--- src/rtl/prog_loader_pkg.sv ---
// Shared LC2K program-loader definitions: loader FSM state encoding, frame
// constants and a small helper to classify byte-accepting states.
// Optional feature macro: LOADER_CHECKSUM_EN adds the trailing-checksum state.
package prog_loader_pkg;

  // Frame header is a 16-bit big-endian word count.
  localparam int unsigned HdrLenBytes  = 2;
  localparam int unsigned BytesPerWord = 4;
  localparam int unsigned WordW        = 8 * BytesPerWord;
  localparam int unsigned ByteCntW     = $clog2(BytesPerWord);

  typedef enum logic [2:0] {
    StLenHi = 3'd0,
    StLenLo = 3'd1,
    StCheck = 3'd2,
    StWord  = 3'd3,
    StWrite = 3'd4,
`ifdef LOADER_CHECKSUM_EN
    StChk   = 3'd5,
`endif
    StDone  = 3'd6,
    StErr   = 3'd7
  } state_e;

  // State entered once the last word (or an empty header) has been consumed.
`ifdef LOADER_CHECKSUM_EN
  localparam state_e StLoaded = StChk;
`else
  localparam state_e StLoaded = StDone;
`endif

  function automatic logic is_accepting(state_e s);
    logic acc;
    acc = (s == StLenHi) || (s == StLenLo) || (s == StWord);
`ifdef LOADER_CHECKSUM_EN
    acc = acc || (s == StChk);
`endif
    return acc;
  endfunction

endpackage

--- src/rtl/byte_packer.sv ---
// Assembles big-endian bytes into a 32-bit word.
// Ports:
//   clk, rst_n    clock, async active-low reset
//   clear_i       synchronous clear of the byte count
//   valid_i       a byte is being consumed this cycle
//   byte_i        byte data
//   word_o        assembled word (valid from the cycle after word_valid_o)
//   word_valid_o  pulse in the cycle the last byte of a word is consumed
module byte_packer
  import prog_loader_pkg::*;
(
  input  logic             clk,
  input  logic             rst_n,
  input  logic             clear_i,
  input  logic             valid_i,
  input  logic [7:0]       byte_i,
  output logic [WordW-1:0] word_o,
  output logic             word_valid_o
);

  logic [ByteCntW-1:0] cnt_q, cnt_d;
  logic [WordW-1:0]    shift_q, shift_d;

  always_comb begin
    cnt_d   = cnt_q;
    shift_d = shift_q;
    if (clear_i) begin
      cnt_d = '0;
    end else if (valid_i) begin
      // First byte ends up in bits 31:24 after four shifts.
      shift_d = {shift_q[WordW-9:0], byte_i};
      cnt_d   = cnt_q + 1'b1;
    end
  end

  assign word_valid_o = valid_i && !clear_i && (cnt_q == ByteCntW'(BytesPerWord - 1));
  assign word_o       = shift_q;

  always_ff @(posedge clk or negedge rst_n) begin
    if (!rst_n) begin
      cnt_q   <= '0;
      shift_q <= '0;
    end else begin
      cnt_q   <= cnt_d;
      shift_q <= shift_d;
    end
  end

endmodule

--- src/rtl/prog_loader.sv ---
// Byte-stream program loader for an LC2K CPU. Receives a frame (16-bit word
// count, then big-endian 32-bit words), writes each word to instruction
// memory and releases the CPU once the whole program is in place.
// Optional feature macro: LOADER_CHECKSUM_EN -- a trailing XOR checksum byte
// over all preceding frame bytes must match before the CPU is released.
// Ports:
//   clk, rst_n          clock, async active-low reset
//   restart             synchronous abort-and-reload pulse
//   in_valid/in_data    byte stream in; consumed when in_valid && in_ready
//   in_ready            loader can take a byte
//   imem_we/addr/wdata  one-cycle instruction-memory write
//   cpu_run             program loaded successfully
//   load_err            sticky frame error (oversize or bad checksum)
module prog_loader
  import prog_loader_pkg::*;
#(
  parameter int unsigned ADDR_W    = 8,
  parameter int unsigned MAX_WORDS = 256
) (
  input  logic              clk,
  input  logic              rst_n,
  input  logic              restart,
  input  logic              in_valid,
  input  logic [7:0]        in_data,
  output logic              in_ready,
  output logic              imem_we,
  output logic [ADDR_W-1:0] imem_addr,
  output logic [31:0]       imem_wdata,
  output logic              cpu_run,
  output logic              load_err
);

  state_e            state_q, state_d;
  logic [15:0]       len_q, len_d;
  logic [15:0]       idx_q, idx_d;
  logic              in_ready_q, in_ready_d;
  logic              imem_we_q, imem_we_d;
  logic [ADDR_W-1:0] imem_addr_q, imem_addr_d;
  logic [31:0]       imem_wdata_q, imem_wdata_d;
  logic              cpu_run_q, cpu_run_d;
  logic              load_err_q, load_err_d;
`ifdef LOADER_CHECKSUM_EN
  logic [7:0]        chk_q, chk_d;
`endif

  logic              accept;
  logic              pk_valid;
  logic [WordW-1:0]  pk_word;
  logic              pk_word_valid;

  // in_ready is the registered flag, so acceptance matches what the source sees.
  assign accept   = in_valid && in_ready_q && !restart;
  assign pk_valid = accept && (state_q == StWord);

  byte_packer u_byte_packer (
    .clk          (clk),
    .rst_n        (rst_n),
    .clear_i      (restart),
    .valid_i      (pk_valid),
    .byte_i       (in_data),
    .word_o       (pk_word),
    .word_valid_o (pk_word_valid)
  );

  always_comb begin
    state_d      = state_q;
    len_d        = len_q;
    idx_d        = idx_q;
    imem_we_d    = 1'b0;
    imem_addr_d  = imem_addr_q;
    imem_wdata_d = imem_wdata_q;
`ifdef LOADER_CHECKSUM_EN
    chk_d        = chk_q;
`endif

    if (restart) begin
      state_d = StLenHi;
      len_d   = '0;
      idx_d   = '0;
`ifdef LOADER_CHECKSUM_EN
      chk_d   = '0;
`endif
    end else begin
`ifdef LOADER_CHECKSUM_EN
      if (accept && (state_q != StChk)) begin
        chk_d = chk_q ^ in_data;
      end
`endif
      unique case (state_q)
        StLenHi: begin
          if (accept) begin
            len_d[15:8] = in_data;
            state_d     = StLenLo;
          end
        end
        StLenLo: begin
          if (accept) begin
            len_d[7:0] = in_data;
            state_d    = StCheck;
          end
        end
        StCheck: begin
          if (32'(len_q) > MAX_WORDS) begin
            state_d = StErr;
          end else if (len_q == 16'd0) begin
            state_d = StLoaded;
          end else begin
            state_d = StWord;
          end
        end
        StWord: begin
          if (pk_word_valid) begin
            state_d = StWrite;
          end
        end
        StWrite: begin
          // Strobe is registered, so a restart here still cancels this write.
          imem_we_d    = 1'b1;
          imem_addr_d  = ADDR_W'(idx_q);
          imem_wdata_d = pk_word;
          if (idx_q == len_q - 16'd1) begin
            state_d = StLoaded;
          end else begin
            idx_d   = idx_q + 16'd1;
            state_d = StWord;
          end
        end
`ifdef LOADER_CHECKSUM_EN
        StChk: begin
          if (accept) begin
            state_d = (in_data == chk_q) ? StDone : StErr;
          end
        end
`endif
        StDone: state_d = StDone;
        StErr:  state_d = StErr;
        default: state_d = StErr;
      endcase
    end

    in_ready_d = is_accepting(state_d);
    cpu_run_d  = (state_d == StDone);
    load_err_d = (state_d == StErr);
  end

  always_ff @(posedge clk or negedge rst_n) begin
    if (!rst_n) begin
      state_q      <= StLenHi;
      len_q        <= '0;
      idx_q        <= '0;
      in_ready_q   <= 1'b0;
      imem_we_q    <= 1'b0;
      imem_addr_q  <= '0;
      imem_wdata_q <= '0;
      cpu_run_q    <= 1'b0;
      load_err_q   <= 1'b0;
`ifdef LOADER_CHECKSUM_EN
      chk_q        <= '0;
`endif
    end else begin
      state_q      <= state_d;
      len_q        <= len_d;
      idx_q        <= idx_d;
      in_ready_q   <= in_ready_d;
      imem_we_q    <= imem_we_d;
      imem_addr_q  <= imem_addr_d;
      imem_wdata_q <= imem_wdata_d;
      cpu_run_q    <= cpu_run_d;
      load_err_q   <= load_err_d;
`ifdef LOADER_CHECKSUM_EN
      chk_q        <= chk_d;
`endif
    end
  end

  assign in_ready   = in_ready_q;
  assign imem_we    = imem_we_q;
  assign imem_addr  = imem_addr_q;
  assign imem_wdata = imem_wdata_q;
  assign cpu_run    = cpu_run_q;
  assign load_err   = load_err_q;

endmodule

--- config.mk ---
export PLATFORM = sky130hd
export DESIGN_NAME = prog_loader
export DESIGN_NICKNAME = d
export VERILOG_FILES = /design/src/rtl/prog_loader_pkg.sv /design/src/rtl/byte_packer.sv /design/src/rtl/prog_loader.sv
export SDC_FILE = /design/constraint.sdc
export NUM_CORES = 1
export LEC_CHECK = 0
export BUFFER_PORTS_ARGS = -buffer_cell sky130_fd_sc_hd__buf_2
export CAP_MARGIN = 10
export CORE_UTILIZATION = 35
export CTS_CLUSTER_SIZE = 20
export DETAILED_ROUTE_END_ITERATION = 10
export SLEW_MARGIN = 30
export SYNTH_ARGS = -nofsm -noshare
export SYNTH_HDL_FRONTEND = slang
export SYNTH_SLANG_ARGS = --single-unit
--- constraint.sdc ---
create_clock -name clk -period 9.4 [get_ports clk]
set_input_delay 1.88 -clock clk [delete_from_list [all_inputs] [get_ports clk]]
set_output_delay 1.88 -clock clk [all_outputs]
set_load 0.03 [all_outputs]
==> reports/metrics.csv <==
stage,metric,value,unit
clocking,root buffer cell,clkbuf_16,
clocking,hold_buf cts,0,
worst_setup_path,Critical Path End Type,flop,
floorplan,Initial Util,0.357,
final_layout,P&R area growth vs syn,21.0,%
grt,Total GRT Usage,0.162,
logic_synthesis,"FF+latch count, synth",113,
grt,vias in the first global route,3618,
clocking,Clock Path Buffers,2,
final_layout,fin cells,687,
power_and_ir_drop,LEAKAGE,3.11,nW
route,detailed-router iteration count before antenna repair,5,
logic_synthesis,Mapped Area,5170,um^2
clocking,CTS tree,done,
grt,first-pass GRT wire length,18700,um
timing,clk_skew,0.0130,ns
final_layout,n_diodes,0,
logic_synthesis,Yosys top cell area share,0.546,
floorplan,Die Y,124,um
place,PortBufs,55,
logic_synthesis,Mapped Cells,433,
place,Post-DP Area,5680,um^2
place,dpl cells,656,
logic_synthesis,async set-reset flop share out of synthesis,1.00,
floorplan,Die X,124,um
timing,Slew Limit Fails,0,
power_and_ir_drop,Pwr Density,208,nW/um^2
logic_synthesis,Ys Warns,0,
floorplan,Rows,44,
logic_synthesis,"area leader, netlist",dfrtp_1,
route,Remaining DRCs,0,
logic_synthesis,Synth Net Count,448,
worst_setup_path,CP Launch Type,primary input,
logic_synthesis,post-synthesis sequential area ratio,0.546,
power_and_ir_drop,Peak VDD IR,118,uV
clocking,postcts setup bufs,0,
timing,measured slew at the worst slew-check pin,0.723,ns
run,max_cap viols,0,
power_and_ir_drop,Int Pwr,0.000983,W
logic_synthesis,synth cell count leaders,"dfrtp_1, mux2_2, nor2_1",
floorplan,Top-Level Pins,56,
final_layout,Nets,506,
place,global placer's final weighted congestion,0.835,
logic_synthesis,post-synth cell types,45,
logic_synthesis,Synth Flop Type,dfrtp_1,
floorplan,Die ar.,15300,um^2
logic_synthesis,syn_area_per_cell,12.0,um^2
timing,Final period util,0.375,
power_and_ir_drop,power share of the combinational group,0.112,
min_path,min-delay worst type,reg -> reg,
route,post-DR wirelength/cell,16.2,um
timing,Slew HR,0.518,
timing,Fin. Hold Viols,0,
power_and_ir_drop,switching power,0.000323,W
final_layout,share of layout cells above drive strength 1,0.352,
worst_setup_path,Crit Path Max Fanout,36,
clocking,PostCTS Resize Cnt,0,
worst_setup_path,CP required,9.72,ns
logic_synthesis,"count leader, synth",dfrtp_1,
route,Iteration-0 DRC Markers,181,
route,antenna-violating nets left,0,
timing,# setup viols final,0,
place,Post-Place Setup Slack,5.47,ns
place,DPL Wire Length,7730,um
clocking,clk slew on worst S/H paths,0.05,ns
power_and_ir_drop,sw frac,0.247,
power_and_ir_drop,sequential power share,0.413,
clocking,Num CTS Buffers,17,
route,vias per inst,5.22,
final_layout,Fillers,1367,
worst_setup_path,WP data arrival,3.85,ns
outcome,status,finished clean,
final_layout,design area,6260,um^2
floorplan,CORE AREA,14500,um^2
timing,Period minus WS final,3.53,ns
logic_synthesis,Post-synth EDFFs,0,
route,routed wire length,11100,um
clocking,Clock Sinks,113,
timing,RSZ-0062 raised after global routing,no,
power_and_ir_drop,Clk pwr share,0.475,
worst_setup_path,critical path type,in -> reg,
grt,global route overflow,0,
timing,FMAX,0.283,GHz
grt,antenna violations before repair,0,
timing,final setup margin,5.87,ns
grt,largest net degree at the start of global routing,59,
timing,Setup TNS,0,ns
clocking,H-tree depth,4,
route,routed vias,3585,
logic_synthesis,Area contributors post-synth,"dfrtp_1, mux2_2, nor2_1",
clocking,"Clk Latency, worst-skew pair",0.40,ns
==> cells in the final DEF, fill, tap and decap left out, types with 5 or more instances in the layout <==
cell / count
nand3_1: 11
a21oi_1: 7
nor2b_1: 8
inv_1: 8
and3_1: 5
or3_1: 11
nand4_1: 6
nor2_1: 34
nand2_1: 23
xnor2_1: 11
nor3_1: 11
clkbuf_16: 17
buf_2: 54
mux2_2: 76
mux2i_1: 11
a22o_1: 8
dfrtp_1: 113
o21ai_0: 12
xor2_1: 12
==> worst paths after layout <==
kind	depth (start not counted)	from	slack [ns]	endpoint
min in group asynchronous	1	rst_n	1.53	in_ready
max in group asynchronous	2	rst_n	6.70	len_q[2]
worst min register to register	1	u_byte_packer.cnt_q[0]	0.50	u_byte_packer.cnt_q[0]
worst min-delay path	1	u_byte_packer.cnt_q[0]	0.50	u_byte_packer.cnt_q[0]
worst max register to register	10	len_q[0]	5.99	in_ready
worst max-delay path	8	restart	5.87	in_ready
==> worst max-delay path: stages <==
cell and delay (ns):
buf_2 0.50, nor2_1 0.20, and3_1 0.23, buf_4 0.27
a211oi_1 0.31, a211o_1 0.22, nor2_2 0.05, a31oi_1 0.16
==> registers in the layout, summed over array words and instances (netlist names) <==
signal	count
cpu_run	1
u_byte_packer.word_o	32
imem_addr	8
len_q	16
in_ready	1
state_q	3
imem_we	1
load_err	1
imem_wdata	32
idx_q	16
u_byte_packer.cnt_q	2
==> routing by layer <==
layer | vias to the layer above | global-route usage | wire (um)
li1 | 1669 | - | -
met1 | 1827 | 0.211 | 5100
met2 | 80 | 0.263 | 5390
met3 | 9 | 0.0426 | 518
met4 | 0 | 0.0505 | 90
met5 | - | 0 | 0
==> cell type report <==
cell class / count / area (um^2) / area share
Clock buffer: 22 / 474 / 0.0757
Inverter: 8 / 30.0 / 0.00479
Multi-Input combinational cell: 291 / 2240 / 0.357
Sequential cell: 113 / 2830 / 0.451
Clock inverter: 9 / 108 / 0.0172
Tap cell: 184 / 230 / 0.0368
Timing Repair Buffer: 60 / 355 / 0.0567
==> cell families after synthesis <==
family	share of synthesized area
simple gates	0.134
flops	0.546
compound gates	0.0646
fa+ha+maj	0.00725
mux	0.187
xor+xnor	0.0389
buf+inv	0.0225
==> power by group through the flow <==
stage	sequential (W)	clock (W)	combinational (W)
finish	0.000539	0.000621	0.000146
CTS	0.000539	0.000636	0.000147
global route	0.000544	0.000658	0.000162
global placement	0.000546	0	0.000142
detailed placement	0.000547	0	0.000147
floorplan	0.000544	0	0.000103
==> metrics by stage <==
step / power [W] / util / hold WS, ns
after floorplan: 0.000647 / - / 0.455
after global placement: 0.000688 / 0.389 / 0.472
after detailed placement: 0.000693 / 0.392 / 0.487
after CTS: 0.00132 / 0.433 / 0.496
after global routing: 0.00136 / 0.433 / 0.507
final: 0.00131 / 0.433 / 0.495
No activity file was read; power rests on OpenSTA's default activity.
